===== src/rtl/fsk_tx_ctrl.sv =====
// fsk_tx_ctrl: byte-to-bit framing controller sequencing the FSK modulator.
// Frames each byte as [preamble] start, 8 data bits LSB-first, stop.
//
// Ports:
//   clk, rst     system clock, asynchronous active-high reset
//   data_in      byte to send, sampled on valid && ready
//   valid/ready  upstream byte handshake
//   abort        synchronous abort of the current frame/burst
//   x_out        modulator bit select (1 = mark, 0 = space)
//   tx_en        high while a frame is on air
//   busy         high in any state except IDLE
//   bit_strobe   one-cycle pulse on the first cycle of every bit
module fsk_tx_ctrl #(
    parameter int BIT_CYCLES    = 40,
    parameter int PREAMBLE_BITS = 8
) (
    input  logic       clk,
    input  logic       rst,
    input  logic [7:0] data_in,
    input  logic       valid,
    output logic       ready,
    input  logic       abort,
    output logic       x_out,
    output logic       tx_en,
    output logic       busy,
    output logic       bit_strobe
);

    localparam int CW = (BIT_CYCLES > 2) ? $clog2(BIT_CYCLES) : 1;
    localparam int PW = (PREAMBLE_BITS > 2) ? $clog2(PREAMBLE_BITS) : 1;

    localparam logic [CW-1:0] CYC_LAST = CW'(BIT_CYCLES - 1);
    localparam logic [CW-1:0] CYC_PEN  = CW'(BIT_CYCLES - 2);
    localparam logic [PW-1:0] PRE_LAST =
        PW'((PREAMBLE_BITS > 0) ? PREAMBLE_BITS - 1 : 0);
    localparam bit HAS_PRE = (PREAMBLE_BITS > 0);

    typedef enum logic [2:0] {
        S_IDLE,
        S_PREAMBLE,
        S_START,
        S_DATA,
        S_STOP
    } state_t;

    state_t        state, state_d;
    logic [CW-1:0] cyc, cyc_d;
    logic [PW-1:0] pcnt, pcnt_d;
    logic [2:0]    idx, idx_d;
    logic [7:0]    shift, shift_d;
    logic          x_d, tx_en_d, busy_d, ready_d, strobe_d;

    logic bit_end;
    logic hs;

    assign bit_end = (cyc == CYC_LAST);
    assign hs      = valid && ready;

    always_ff @(posedge clk or posedge rst) begin
        if (rst) begin
            state      <= S_IDLE;
            cyc        <= '0;
            pcnt       <= '0;
            idx        <= '0;
            shift      <= '0;
            x_out      <= 1'b1;
            tx_en      <= 1'b0;
            busy       <= 1'b0;
            ready      <= 1'b0;
            bit_strobe <= 1'b0;
        end else begin
            state      <= state_d;
            cyc        <= cyc_d;
            pcnt       <= pcnt_d;
            idx        <= idx_d;
            shift      <= shift_d;
            x_out      <= x_d;
            tx_en      <= tx_en_d;
            busy       <= busy_d;
            ready      <= ready_d;
            bit_strobe <= strobe_d;
        end
    end

    always_comb begin
        state_d  = state;
        pcnt_d   = pcnt;
        idx_d    = idx;
        shift_d  = shift;
        x_d      = x_out;
        tx_en_d  = tx_en;
        busy_d   = busy;
        ready_d  = ready;
        strobe_d = 1'b0;
        cyc_d    = '0;

        if (state != S_IDLE) begin
            cyc_d = bit_end ? '0 : cyc + CW'(1);
        end

        unique case (state)
            S_IDLE: begin
                x_d     = 1'b1;
                tx_en_d = 1'b0;
                busy_d  = 1'b0;
                ready_d = 1'b1;
                pcnt_d  = '0;
                idx_d   = '0;
                if (hs) begin
                    shift_d  = data_in;
                    ready_d  = 1'b0;
                    busy_d   = 1'b1;
                    tx_en_d  = 1'b1;
                    strobe_d = 1'b1;
                    if (HAS_PRE) begin
                        state_d = S_PREAMBLE;
                        x_d     = 1'b1;
                    end else begin
                        state_d = S_START;
                        x_d     = 1'b0;
                    end
                end
            end

            S_PREAMBLE: begin
                if (bit_end) begin
                    strobe_d = 1'b1;
                    if (pcnt == PRE_LAST) begin
                        state_d = S_START;
                        x_d     = 1'b0;
                    end else begin
                        // preamble bit k is 1 for even k
                        pcnt_d = pcnt + PW'(1);
                        x_d    = pcnt[0];
                    end
                end
            end

            S_START: begin
                if (bit_end) begin
                    strobe_d = 1'b1;
                    state_d  = S_DATA;
                    idx_d    = '0;
                    x_d      = shift[0];
                end
            end

            S_DATA: begin
                if (bit_end) begin
                    strobe_d = 1'b1;
                    shift_d  = {1'b0, shift[7:1]};
                    if (idx == 3'd7) begin
                        state_d = S_STOP;
                        x_d     = 1'b1;
                    end else begin
                        idx_d = idx + 3'd1;
                        x_d   = shift[1];
                    end
                end
            end

            S_STOP: begin
                // registered ready lands on the final STOP cycle only
                if (cyc == CYC_PEN) begin
                    ready_d = 1'b1;
                end
                if (bit_end) begin
                    if (hs) begin
                        shift_d  = data_in;
                        ready_d  = 1'b0;
                        strobe_d = 1'b1;
                        state_d  = S_START;
                        x_d      = 1'b0;
                    end else begin
                        state_d = S_IDLE;
                        x_d     = 1'b1;
                        tx_en_d = 1'b0;
                        busy_d  = 1'b0;
                        ready_d = 1'b1;
                    end
                end
            end

            default: begin
                state_d = S_IDLE;
                x_d     = 1'b1;
                tx_en_d = 1'b0;
                busy_d  = 1'b0;
                ready_d = 1'b0;
            end
        endcase

        // abort overrides everything, including a same-cycle handshake
        if (abort && state != S_IDLE) begin
            state_d  = S_IDLE;
            cyc_d    = '0;
            pcnt_d   = '0;
            idx_d    = '0;
            x_d      = 1'b1;
            tx_en_d  = 1'b0;
            busy_d   = 1'b0;
            ready_d  = 1'b1;
            strobe_d = 1'b0;
        end
    end

endmodule


===== config.mk =====
export PLATFORM = sky130hd
export DESIGN_NAME = fsk_tx_ctrl
export DESIGN_NICKNAME = d
export VERILOG_FILES = /design/src/rtl/fsk_tx_ctrl.sv
export SDC_FILE = /design/constraint.sdc
export NUM_CORES = 1
export LEC_CHECK = 0
export ABC_AREA = 1
export CELL_PAD_IN_SITES_DETAIL_PLACEMENT = 1
export CELL_PAD_IN_SITES_GLOBAL_PLACEMENT = 1
export CORE_MARGIN = 2
export CORE_UTILIZATION = 37
export DETAILED_ROUTE_END_ITERATION = 6
export GPL_TIMING_DRIVEN = 0
export PLACE_DENSITY_LB_ADDON = 0.1
export SLEW_MARGIN = 20
export SYNTH_ARGS = -nofsm -noshare
export SYNTH_HDL_FRONTEND = slang
export SYNTH_SLANG_ARGS = --single-unit
export TNS_END_PERCENT = 10

===== constraint.sdc =====
create_clock -name clk -period 1.2 [get_ports clk]
set_input_delay 0.12 -clock clk [delete_from_list [all_inputs] [get_ports clk]]
set_output_delay 0.12 -clock clk [all_outputs]
set_load 0.01 [all_outputs]

==> results of run 1 <==
Yosys cell counts:
library cell / n
a21oi_1: 3
a31oi_1: 2
buf_2: 1
buf_4: 1
buf_6: 2
dfrtp_1: 26
dfstp_2: 1
ha_1: 6
inv_1: 25
inv_2: 5
nand2_1: 56
nand2_2: 6
nand2_4: 3
nand3_1: 15
nand3_2: 3
nand4_1: 1
nor2_1: 15
nor2_2: 4
nor2_4: 4
nor3_1: 1
nor3b_1: 1
o211ai_1: 1
o21ai_0: 14
o21ai_1: 10
o21ai_2: 4
xnor2_1: 1
xor2_1: 2
worst paths after layout:
check,start,to,slack (ps),cells past startpoint
worst max-delay path,state[2]$_DFFE_PP0P_,state[2]$_DFFE_PP0P_,-260,9
worst min-delay path,rst,cyc[3]$_DFF_PP0_,250,2
worst max register to register,state[2]$_DFFE_PP0P_,state[2]$_DFFE_PP0P_,-260,9
worst min register to register,x_out$_DFFE_PP1P_,x_out$_DFFE_PP1P_,490,2
max in group asynchronous,rst,state[2]$_DFFE_PP0P_,560,2
min in group clk,data_in[7],shift[7]$_DFFE_PP0P_,420,3
through the flow:
| step | area (um^2) | setup slack, ps | cells | setup TNS, ps | utilization [%] |
|---|---|---|---|---|---|
| 2_1_floorplan | 1660 | -120 | 213 | -1940 | - |
| 3_3_place_gp | 1890 | -518 | 281 | -15060 | 43.6 |
| 3_5_place_dp | 1890 | -558 | 281 | -16490 | 43.6 |
| 4_1_cts | 2250 | -218 | 312 | -4110 | 52.0 |
| 5_1_grt | 2380 | -333 | 322 | -6090 | 55.2 |
| 6_report | 2380 | -258 | 322 | -4130 | 55.2 |
power by group through the flow:
| stage | sequential (mW) | combinational [mW] | clock [mW] |
|---|---|---|---|
| 6_report | 1.40 | 2.86 | 0.549 |
| 5_1_grt | 1.44 | 3.15 | 0.616 |
| 4_1_cts | 1.40 | 2.52 | 0.564 |
| 3_5_place_dp | 1.40 | 2.03 | 0 |
| 3_3_place_gp | 1.37 | 1.94 | 0 |
| 2_1_floorplan | 1.37 | 1.45 | 0 |
per-layer routing:
metal,track usage (%),wire length [um],up-vias,part of all wire (%)
met5,0,0,-,0
met2,37.7,2590,18,53
met1,25.0,2140,805,43
li1,-,-,793,-
met3,2.85,124,6,2.5
met4,4.40,62,0,1.3
what timing repair did:
| item | in CTS | in global routing |
|---|---|---|
| pin swaps | 25 | 11 |
| gates cloned | 0 | 0 |
| endpoints found under the setup margin | 30 | 26 |
| setup buffers | 27 | 10 |
| resized for setup | 43 | 28 |
cell families after synthesis:
logic type / count (synthesis) / synth area share [%]
AOI/OAI and AO/OA: 34 / 11.5
xor gates and xnor gates: 3 / 1.59
adders and majority gates: 6 / 4.56
buffers and inverters: 34 / 8.96
DFF: 27 / 41.1
and+or+nand+nor: 109 / 32.3
sequential cells by signal, indices dropped and copies added (netlist names):
| signal | flops |
|---|---|
| state | 3 |
| shift | 8 |
| bit_strobe | 1 |
| x_out | 1 |
| idx | 3 |
| pcnt | 3 |
| ready | 1 |
| cyc | 6 |
| busy | 1 |
worst max-delay path, delay by kind of cell, from the launching register on:
family / cells / cell delay (ps)
buffers and inverters: 2 / 270
AND/OR/NAND/NOR: 7 / 610
flip-flops: 1 / 460
final cells by class:
type / instances / area (um^2)
clock buffers: 4 / 45.0
plain buffers: 4 / 35.0
well taps: 52 / 65.1
repair buffers: 53 / 433
fillers: 530 / 1940
inverters: 30 / 121
flip-flops and latches: 27 / 681
multi-input cells: 152 / 1000
==> run_results.csv, run 1 <==
group,metric,value,unit
floorplan,dieArea,0.00500,mm^2
grt,grt_max_degree,28,
critical_path,crit_type,"reg -> reg",
routing,dr.pass1.iters,4,
synthesis,synth_top_area_cell,"dfrtp_1",
power_and_ir_drop,seq_power_share,29.2,%
grt,grt_pass1_vias,1697,
grt,track_usage,20.3,%
routing,vias_per_cell,5.04,
placement,port_buffers,16,
floorplan,io_pins,17,
routing,drt-initial-drc-count,44,
synthesis,synth_nets,231,
synthesis,synthCells,213,
run,drv_cap,0,
clock_tree,clk_pin_slew_worst_paths,100,ps
synthesis,synth-seq-cells,27,
cells_and_area,syn2layout_area_growth,44.7,%
placement,dp_hpwl,3130,um
critical_path,critPathLaunchType,"flip-flop",
power_and_ir_drop,power.total,4.81,mW
critical_path,crit_arrival,1640,ps
power_and_ir_drop,total_leakage_power,1.14,nW
sta,fin_worst_skew,5.77,ps
synthesis,synth_cell_types,27,
cells_and_area,fin_nets,289,
cells_and_area,layout_common_cells,"46 x nand2_1, 37 x buf_4, 23 x dfrtp_1, 18 x inv_1, 16 x o21ai_1",
routing,route.detailed.wl_per_inst,15.3,um
clock_tree,clkLatencyLatePin,280,ps
critical_path,crit_chain,"inv_4, nand3_4, buf_6, nor2_4, nand2_2, nand2_2, nor2_4, nand3_1, nand2_1",
clock_tree,cts_buffer_depth,2,
run_status,status,"finished with violations",
sta,tightest_slew,631,ps
sta,slew_headroom,57.8,%
floorplan,die_h,70.7,um
hold_path,hold_path_class,"in -> async",
clock_tree,hold_buffers,0,
floorplan,die_w,70.7,um
power_and_ir_drop,p_int,2.64,mW
synthesis,yosysSeqAreaShare,41.1,%
routing,wirelength,4920,um
power_and_ir_drop,powerDensity,2020,mW/mm^2
run_status,violations,"negative setup slack",
critical_path,endpoint_kind,"flip-flop",
floorplan,initial_utilization,38.1,%
sta,maxClockFrequency,686,MHz
sta,setup_viol,25,
critical_path,critPathMaxStageDelay,460,ps
routing,vias,1622,
sta,finalCriticalPeriod,1460,ps
sta,drv_slew,0,
critical_path,cp_max_fo,7,
clock_tree,cts-root-buf,"clkbuf_8",
critical_path,slowest_stage,"dfrtp_2",
cells_and_area,diodes,0,
grt,grt_overflow_total,0,
sta,holdWs,250,ps
power_and_ir_drop,pwr-share-comb,59.4,%
cells_and_area,drive_gt1_share,41.5,%
clock_tree,cts_made_buffers,3,
routing,final_antenna_net_count,0,
floorplan,rows,24,
cells_and_area,layout_commonest_cell,"nand2_1",
power_and_ir_drop,power.share.switching,45.2,%
sta,fin_ws,-258,ps
synthesis,synth.avg_cell_area,7.74,um^2
critical_path,cp.required,1380,ps
synthesis,synth_top_area_share,39.5,%
clock_tree,cts_tree,"built",
synthesis,synth_area,0.00165,mm^2
sta,rsz0062_at_grt,"true",
clock_tree,htree_num_levels,1,
sta,finalCritPeriodShare,121,%
synthesis,yosysWarnings,0,
grt,antenna_found_initial,0,
routing,drc,0,
grt,grt_pass1_wl,8180,um
placement,place_congestion,0.914,
power_and_ir_drop,ir_drop,0.784,mV
clock_tree,cts_num_sinks,27,
power_and_ir_drop,switching_power,2.18,mW
synthesis,synth_area_leaders,"dfrtp_1 39%, nand2_1 13%, inv_1 5.7%",
sta,hold_violations,0,
power_and_ir_drop,p_clk_share,11.4,%
floorplan,core-area,0.00432,mm^2
No activity file was read; power rests on OpenSTA's default activity.
==> run 2: changes to the inputs <==
Settings changed: CORE_UTILIZATION 37 to 44.
Clock period 1.2 ns to 1.7 ns, I/O delays scaled along.
==> run 2 against run 1 <==
Effect of this change:
- the flow now finishes without violations
- clock skew is essentially flat
- hold slack gained 69 ps
- count of clock-buffer cells in the layout is the same
- global-route usage shrank 0.53 points
- sequential power shrank 32%
- final area shrank 19%
- flip-flop and latch count is the same
- first-iteration DRC count shrank 34%
==> run_results.csv, run 2 (same netlist as run 1, synthesis figures left out) <==
group,metric,value,unit
run_status,status,"complete, no violations",
critical_path,crit_type,"reg -> reg",
power_and_ir_drop,p_clk_share,13.4,%
critical_path,cp_max_fo,10,
floorplan,core-area,0.00363,mm^2
cells_and_area,layout_commonest_cell,"nand2_1",
cells_and_area,diodes,0,
power_and_ir_drop,ir_drop,0.670,mV
sta,rsz0062_at_grt,"false",
cells_and_area,fin_nets,252,
sta,finalCritPeriodShare,91.2,%
floorplan,dieArea,0.00425,mm^2
routing,drc,0,
cells_and_area,layout_common_cells,"56 x nand2_1, 26 x dfrtp_1, 24 x inv_1, 16 x clkdlybuf4s50_1",
cells_and_area,final_cells,281,
routing,vias_per_cell,4.96,
critical_path,crit_path_end,"shift[5]$_DFFE_PP0P_",
sta,fin_worst_skew,5.43,ps
placement,port_buffers,16,
routing,wirelength,3630,um
floorplan,io_pins,17,
power_and_ir_drop,seq_power_share,35.2,%
sta,drv_slew,0,
clock_tree,hold_buffers,0,
power_and_ir_drop,pwr-share-comb,51.4,%
critical_path,cp.buffers_inverters,4,
critical_path,endpoint_kind,"flip-flop",
sta,finalCriticalPeriod,1550,ps
critical_path,crit_chain,"inv_2, nand3_2, inv_1, o21ai_2, nand2_1, inv_2, buf_6, nand2_1, o21ai_2",
power_and_ir_drop,switching_power,1.19,mW
clock_tree,htree_num_levels,1,
sta,maxClockFrequency,645,MHz
placement,place_congestion,0.851,
run,drv_cap,0,
critical_path,r2r_start,"state[2]$_DFFE_PP0P_",
grt,grt_pass1_wl,6480,um
sta,hold_violations,0,
clock_tree,post-cts-setup-buffers,0,
sta,tightest_slew,973,ps
power_and_ir_drop,power.share.switching,43.8,%
critical_path,critPathLaunchType,"flip-flop",
grt,grt_pass1_vias,1449,
floorplan,rows,22,
clock_tree,cts_tree,"built",
routing,final_antenna_net_count,0,
clock_tree,cts_num_sinks,27,
routing,drt-initial-drc-count,29,
critical_path,r2r_cells,9,
critical_path,crit_arrival,1720,ps
clock_tree,cts-root-buf,"clkbuf_8",
grt,grt_overflow_total,0,
routing,vias,1395,
clock_tree,clkLatencyLatePin,270,ps
critical_path,worstSetupStartpoint,"state[2]$_DFFE_PP0P_",
hold_path,hold_path_class,"in -> async",
grt,grt_max_degree,28,
grt,antenna_found_initial,0,
critical_path,cp.required,1870,ps
placement,post-place-cells,277,
sta,slew_headroom,34.7,%
routing,dr.pass1.iters,4,
floorplan,die_w,65.2,um
critical_path,cp_num_cells,9,
critical_path,slowest_stage,"dfrtp_1",
floorplan,initial_utilization,45.4,%
critical_path,worst_r2r_endpoint,"shift[5]$_DFFE_PP0P_",
sta,setup_viol,0,
critical_path,reg2reg_slack,150,ps
cells_and_area,top_register,"shift",
clock_tree,cts_buffer_depth,2,
sta,holdWs,319,ps
clock_tree,cts_made_buffers,3,
power_and_ir_drop,p_int,1.53,mW
floorplan,die_h,65.2,um
cells_and_area,drive_gt1_share,15.9,%
clock_tree,clk_pin_slew_worst_paths,90,ps
cells_and_area,reg.largest.list,"shift: 8 flops, cyc: 6 flops",
routing,route.detailed.wl_per_inst,12.9,um
cells_and_area,syn2layout_area_growth,16.6,%
critical_path,critPathMaxStageDelay,460,ps
critical_path,cp_top_family,"buffers and inverters",
power_and_ir_drop,powerDensity,1420,mW/mm^2
power_and_ir_drop,total_leakage_power,0.945,nW
grt,track_usage,19.8,%
cells_and_area,largest_reg_flops,8,
placement,dp_hpwl,2910,um
-- run 2: changes by cell type in the layout (fill, tap and decap cells not counted), moves of 5 or more --
| cell | previous run | this run |
|---|---|---|
| buf_4 | 37 | 1 |
| clkdlybuf4s50_1 | 10 | 16 |
| ha_1 | 1 | 6 |
| inv_1 | 18 | 24 |
| nand2_1 | 46 | 56 |
| nand2_2 | 12 | 6 |
| nor2_4 | 10 | 4 |
| o21ai_0 | 4 | 14 |
| o21ai_1 | 16 | 10 |
-- run 2: per-layer routing --
layer  track usage [%]  vias to the layer above  wire (um)
met2              34.4                       11       1870
met1              25.2                      664       1650
met5                 0                        -          0
met4              7.81                        0         59
li1                  -                      716          -
met3              2.05                        4         56
-- run 2: power by group through the flow --
stage	Sequential (mW)	Clock [mW]	Combinational, mW
floorplan	0.964	0	1.02
global placement	0.962	0	1.34
detailed placement	0.975	0	1.40
CTS	0.959	0.383	1.41
global route	0.988	0.408	1.59
finish	0.957	0.363	1.40
-- run 2: worst reg2reg max path, stage by stage (launching register included) --
cell and delay [ps]:
dfrtp_1 460, inv_2 190, nand3_2 110, inv_1 170, o21ai_2 80, nand2_1 90, inv_2 80, buf_6 150
nand2_1 70, o21ai_2 50
-- run 2: per-stage QoR --
stage / worst slack [ps] / power, mW / TNS, ps / instance area (um^2) / util, %
after floorplan: 354 / 1.98 / 0 / 1650 / -
after global placement: -7.69 / 2.30 / -19.1 / 1870 / 51.4
after detailed placement: -46.4 / 2.37 / -244 / 1870 / 51.4
after CTS: 144 / 2.76 / 0 / 1910 / 52.7
after global routing: 2.04 / 2.98 / 0 / 1920 / 52.9
final: 150 / 2.72 / 0 / 1920 / 52.9
-- run 2: how the worst min path moves through the flow --
stage | slack [ps] | cells after the start | end
floorplan | 220 | 1 | bit_strobe$_DFF_PP0_
global placement | 450 | 2 | x_out$_DFFE_PP1P_
finish | 320 | 2 | shift[2]$_DFFE_PP0P_
global route | 350 | 2 | cyc[2]$_DFF_PP0_
detailed placement | 460 | 2 | x_out$_DFFE_PP1P_
CTS | 470 | 3 | shift[7]$_DFFE_PP0P_
-- run 2: timing repair --
item / in CTS / in global routing
gates resized for setup: 0 / 1
endpoints found under the setup margin: 0 / 1
hold endpoints to repair: 0 / 0
-- run 2: layout make-up --
type                            instances  area [um^2]
Buffer                                  4         35.0
Clock buffer                            4         45.0
Fill cell                             474         1710
Inverter                               30          113
Multi-Input combinational cell        152          831
Sequential cell                        27          677
Tap cell                               48         60.1
Timing Repair Buffer                   16          160
